<file path="src/rtl/stream_arbiter_rr.sv">
// stream_arbiter_rr: N-port AXI-Stream packet arbiter (fixed priority or round-robin) with packet locking and a registered output
//   clk, rst                    clock, asynchronous active-high reset
//   s_axis_tdata/tvalid/tlast   NUM_PORTS input streams, port i in tdata[i*DATA_W +: DATA_W]
//   s_axis_tready               per-port ready, only the granted port may see it high
//   m_axis_tdata/tvalid/tlast   merged registered output stream
//   m_axis_tid                  source port index of the current output beat
//   m_axis_tready               downstream ready
//   busy                        high while a multi-beat packet holds the grant
module stream_arbiter_rr #(
    parameter int DATA_W    = 64,
    parameter int NUM_PORTS = 4,
    parameter int RR_MODE   = 1,
    parameter int ID_W      = $clog2(NUM_PORTS)
) (
    input  logic                          clk,
    input  logic                          rst,
    input  logic [NUM_PORTS*DATA_W-1:0]   s_axis_tdata,
    input  logic [NUM_PORTS-1:0]          s_axis_tvalid,
    input  logic [NUM_PORTS-1:0]          s_axis_tlast,
    output logic [NUM_PORTS-1:0]          s_axis_tready,
    output logic [DATA_W-1:0]             m_axis_tdata,
    output logic                          m_axis_tvalid,
    output logic                          m_axis_tlast,
    output logic [ID_W-1:0]               m_axis_tid,
    input  logic                          m_axis_tready,
    output logic                          busy
);
    logic              valid_q, valid_d, last_q, last_d, locked_q, locked_d;
    logic [DATA_W-1:0] data_q, data_d;
    logic [ID_W-1:0]   tid_q, tid_d, lock_port_q, lock_port_d, rr_ptr_q, rr_ptr_d;
    logic              space, gnt_vld, xfer, in_last;
    logic [ID_W-1:0]   gnt;
    logic [DATA_W-1:0] in_data;
    int                idx;

    // Scan from the highest offset downwards so the last hit is the closest port to the scan origin.
    always_comb begin
        gnt_vld = 1'b0;
        gnt     = '0;
        idx     = 0;
        if (locked_q) begin
            gnt_vld = 1'b1;
            gnt     = lock_port_q;
        end else begin
            for (int k = NUM_PORTS - 1; k >= 0; k--) begin
                idx = (RR_MODE != 0) ? (int'(rr_ptr_q) + k) % NUM_PORTS : k;
                if (s_axis_tvalid[idx]) begin
                    gnt_vld = 1'b1;
                    gnt     = ID_W'(idx);
                end
            end
        end
    end

    assign space         = !valid_q || m_axis_tready;
    assign in_data       = s_axis_tdata[gnt*DATA_W +: DATA_W];
    assign in_last       = s_axis_tlast[gnt];
    assign xfer          = gnt_vld && space && s_axis_tvalid[gnt];
    assign s_axis_tready = (gnt_vld && !rst) ? NUM_PORTS'(space) << gnt : '0;

    always_comb begin
        valid_d     = space ? xfer : valid_q;
        data_d      = xfer ? in_data : data_q;
        last_d      = xfer ? in_last : last_q;
        tid_d       = xfer ? gnt : tid_q;
        locked_d    = xfer ? !in_last : locked_q;
        lock_port_d = (xfer && !locked_q) ? gnt : lock_port_q;
        rr_ptr_d    = (RR_MODE != 0 && xfer && in_last) ?
                      ((gnt == ID_W'(NUM_PORTS - 1)) ? '0 : gnt + 1'b1) : rr_ptr_q;
    end

    always_ff @(posedge clk or posedge rst) begin
        if (rst) begin
            valid_q     <= 1'b0;
            data_q      <= '0;
            last_q      <= 1'b0;
            tid_q       <= '0;
            locked_q    <= 1'b0;
            lock_port_q <= '0;
            rr_ptr_q    <= '0;
        end else begin
            valid_q     <= valid_d;
            data_q      <= data_d;
            last_q      <= last_d;
            tid_q       <= tid_d;
            locked_q    <= locked_d;
            lock_port_q <= lock_port_d;
            rr_ptr_q    <= rr_ptr_d;
        end
    end

    assign m_axis_tdata  = data_q;
    assign m_axis_tvalid = valid_q;
    assign m_axis_tlast  = last_q;
    assign m_axis_tid    = tid_q;
    assign busy          = locked_q;
endmodule

</file>
<file path="config.mk">
export PLATFORM = sky130hd
export DESIGN_NAME = stream_arbiter_rr
export DESIGN_NICKNAME = d
export VERILOG_FILES = /design/src/rtl/stream_arbiter_rr.sv
export SDC_FILE = /design/constraint.sdc
export NUM_CORES = 1
export LEC_CHECK = 0
export BUFFER_PORTS_ARGS = -buffer_cell sky130_fd_sc_hd__buf_2
export CAP_MARGIN = 30
export CORE_AREA = 4 4 130 132
export DETAILED_ROUTE_END_ITERATION = 10
export DIE_AREA = 0 0 134 136
export PLACE_DENSITY_LB_ADDON = 0.2
export SLEW_MARGIN = 20
export SYNTH_ARGS = -nofsm -noshare
export SYNTH_HDL_FRONTEND = slang
export SYNTH_SLANG_ARGS = --single-unit
</file>
<file path="constraint.sdc">
create_clock -name clk -period 3.94 [get_ports clk]
set_input_delay 0.788 -clock clk [delete_from_list [all_inputs] [get_ports clk]]
set_output_delay 0.788 -clock clk [all_outputs]
set_load 0.005 [all_outputs]
</file>
==> results.md <==
* Worst-path clk slew at 0.05 ns
* Vias in the first global route at 5,173
* Initial Utilization at roughly a third
* Yosys warns at 0
* Area grow syn2layout at 42.46%
* Drt first pass iters at 4
* Share of cells above drive strength 1 at 39.64%
* Mux contribution to synthesized area at under 10%
* Syn Area/Cell at around 7.8 um2
* Clock sink count at 73
* Fillers at 1,662
* Root Buffer: clkbuf_16
* TritonCTS clock tree: yes
* Reg2Reg Launch Point: rr_ptr_q[1]
* Total track usage at between 10% and 20%
* Ys async rst share at 100.0%
* Slew HR at 54.83%
* Synth Instances at between 600 and 700
* Post-synth top area share at between 30% and 40%
* Worst Hold Path Cells at 2
* Register area at ~1800 um2
* Compound-Gate Fraction of Synth Area at between 20 and 25%
* Final Critical Period at 2.893 ns
* Worst Path Max Fanout at 34
* Synth cell count leaders: 203 x nand2_1, 73 x dfrtp_1, 66 x o31ai_1, 65 x and3_1, 64 x a211oi_1
* Synth Flop Type: dfrtp_1
* Main combinational cell family by area after synthesis: simple AND/OR/NAND/NOR gates
* Leak at between 3 and 4 nW
* Post-synthesis register bit count at 73
* Post-DP HPWL at approximately 13,000 um
* Start point of the worst hold path: m_axis_tdata[40]
* Reg2reg end: m_axis_tdata[0]
* Worst path cell trace: buf_2 > mux2i_1 > o21ai_2 > o31ai_4 > buf_4 > nand2_1 > nor2_1 > buf_2
* Max Root-Sink Buffers at 2
* Worst VDD drop at ~0.74 mV
* Hold Path Sink: m_axis_tdata[40]
* Least-Margin Pin Slew at around 0.68 ns
* Post_cts resized at 0
* Slew Viols, Final at 0
* Max Freq at 345.7 MHz
* Largest net degree at the start of global routing at 134
* Synth Area in Simple Gates at 33.40%
* Worst path max stage delay at approximately 0.35 ns
* Multi-input logic area at 2850 um2
* Layout Nets at 1,203
* First-pass GRT wire length at 26,740 um
* Syn_nets at 901
* GRT overflow at 0
* Post-layout util at a little under half
* Layout Skew at around 0.0038 ns
* Top cell by count, worst path: buf_2
* Final ANT Viol Nets at 0
* Final setup viols at 0
* Cell family with most CP delay: buffers and inverters
* Ports at 340
* CTS buffer count at 9
* GP Congestion at a little over 0.8
* P per Cell Area at between 700 and 800 nW/um2
* Residual DRC count at 0
* Adder-cell share of the synthesized area at 0%
* Die height at approximately 140 um
* Post-Route WL at 17,450 um
* Core footprint at between 15,000 and 20,000 um2
* DRT iter0 DRCs at 209
* Die area at around 18,000 um2
* CP Launch Type: input port
* Crit path buf inv count at 3
* Die W at 134 um
* CP Data Required Time at roughly 3.2 ns
* R2R cell count at 7
* Post-synthesis instance area at slightly below 5000 um2
* Hold bufs inserted after CTS at 0
* Crit end category: output pin
* Seq/Total Area, Yosys at between 30 and 40%
* RSZ-0062 raised after global routing: false
* Final hold violation count at 0
* Crit path arrival time at 2.10 ns
* Hold Crit Class: flop to flop
* Kind of critical path: input port to output pin
* Top-count cell post-synth: nand2_1
* XOR/XNOR share of the synthesized area at 0%
* Wire length per cell at 15.08 um
* Max-cap violation count at 0
* Via density per instance at 4.736
* Fin crit share at between 70 and 80%
* Worst-Skew Late Latency at around 0.34 ns
* Postcts setup bufs at 0
* Initial antenna violation count at 0
* Post-synth EDFFs at 0
* Worst R2R Setup Slack at 1.65 ns
* Status: finished clean
* CP max stage cell: buf_4
* Ranking of synthesized cells by area: dfrtp_1 37%, nand2_1 15%, o31ai_1 10%
* Yosys cell types at 37
* Port bufs at 339
* Setup TNS at 0 ns
* Rows at 46
* Routed vias at around 5,500
* # diodes at 0
* H-tree depth at 3
* Largest area contributor in the netlist: dfrtp_1
==> worst max path at each step <==
| stage | start | to | slack (ns) | depth (start not counted) |
|---|---|---|---|---|
| floorplan | rst | s_axis_tready[0] | 0.30 | 3 |
| detailed placement | s_axis_tvalid[1] | m_axis_tdata[55] | 1.04 | 6 |
| global placement | s_axis_tvalid[2] | s_axis_tready[3] | 1.06 | 8 |
| global route | s_axis_tvalid[2] | s_axis_tready[3] | 0.93 | 8 |
| finish | s_axis_tvalid[2] | s_axis_tready[3] | 1.05 | 8 |
| CTS | s_axis_tvalid[2] | s_axis_tready[3] | 1.05 | 8 |
==> cell families after synthesis <==
logic type,after synthesis
flops,73
mux,5
compound gates,145
buf+inv,62
simple gates,349
==> per-layer routing <==
| layer | global-route usage [%] | share of wire [%] |
|---|---|---|
| met5 | 0 | 0 |
| met4 | 5.943 | 1.8 |
| met3 | 4.811 | 6.9 |
| met2 | 32.06 | 50 |
| met1 | 22.00 | 41 |
==> cell usage in the layout (no fill, tap or decap), drive strengths merged, types with 2 or more instances in the layout <==
master,instances
and3,65
clkbuf,14
o21ai,4
inv,3
dfrtp,73
a211oi,64
and2,64
nor2b,2
a21oi,2
clkinv,2
nor2,5
o31ai,67
nor3,2
nand2,203
buf,349
nand2b,4
mux2i,3
==> sequential cells by signal (all words and copies together), names as in the netlist <==
signal	cells
m_axis_tdata	64
lock_port_q	2
m_axis_tid	2
rr_ptr_q	2
busy	1
m_axis_tlast	1
m_axis_tvalid	1
==> worst register-to-register path: cells and delay by family (launching register included) <==
kind                   cells  cell delay, ns
DFF                        1            0.40
buffers and inverters      1            0.53
and+or+nand+nor            3            0.58
AOI/OAI and AO/OA          3            0.69
==> per-stage QoR <==
stage	setup slack, ns	std cells	cell area (um2)	total power [W]	hold WS (ns)
2_1_floorplan	0.2966	634	4971	0.003846	0.4701
3_5_place_dp	1.039	1140	6753	0.004881	0.4599
3_3_place_gp	1.057	1140	6753	0.004848	0.4551
5_1_grt	0.9301	1157	7082	0.006189	0.4830
4_1_cts	1.049	1156	7062	0.005755	0.4720
6_report	1.047	1157	7082	0.005631	0.4653
==> report_power, final <==
| part | switching [W] | leakage [nW] | internal [W] | total, W |
|---|---|---|---|---|
| sequential | 0.000201 | 0.884 | 0.00116 | 0.00136 |
| clock | 0.000301 | 0.153 | 0.000541 | 0.000843 |
| combinational | 0.00201 | 2.72 | 0.00142 | 0.00343 |
| total | 0.00251 | 3.76 | 0.00312 | 0.00563 |
==> final cells by class <==
type / instances / share of cell area (%)
Clock inverter: 2 / 0.4947
Timing Repair Buffer: 349 / 25.55
Inverter: 4 / 0.2297
Multi-Input combinational cell: 499 / 40.25
Clock buffer: 14 / 3.869
Sequential cell: 73 / 25.80
Tap cell: 216 / 3.816
Power figures use the tool's default switching activity.
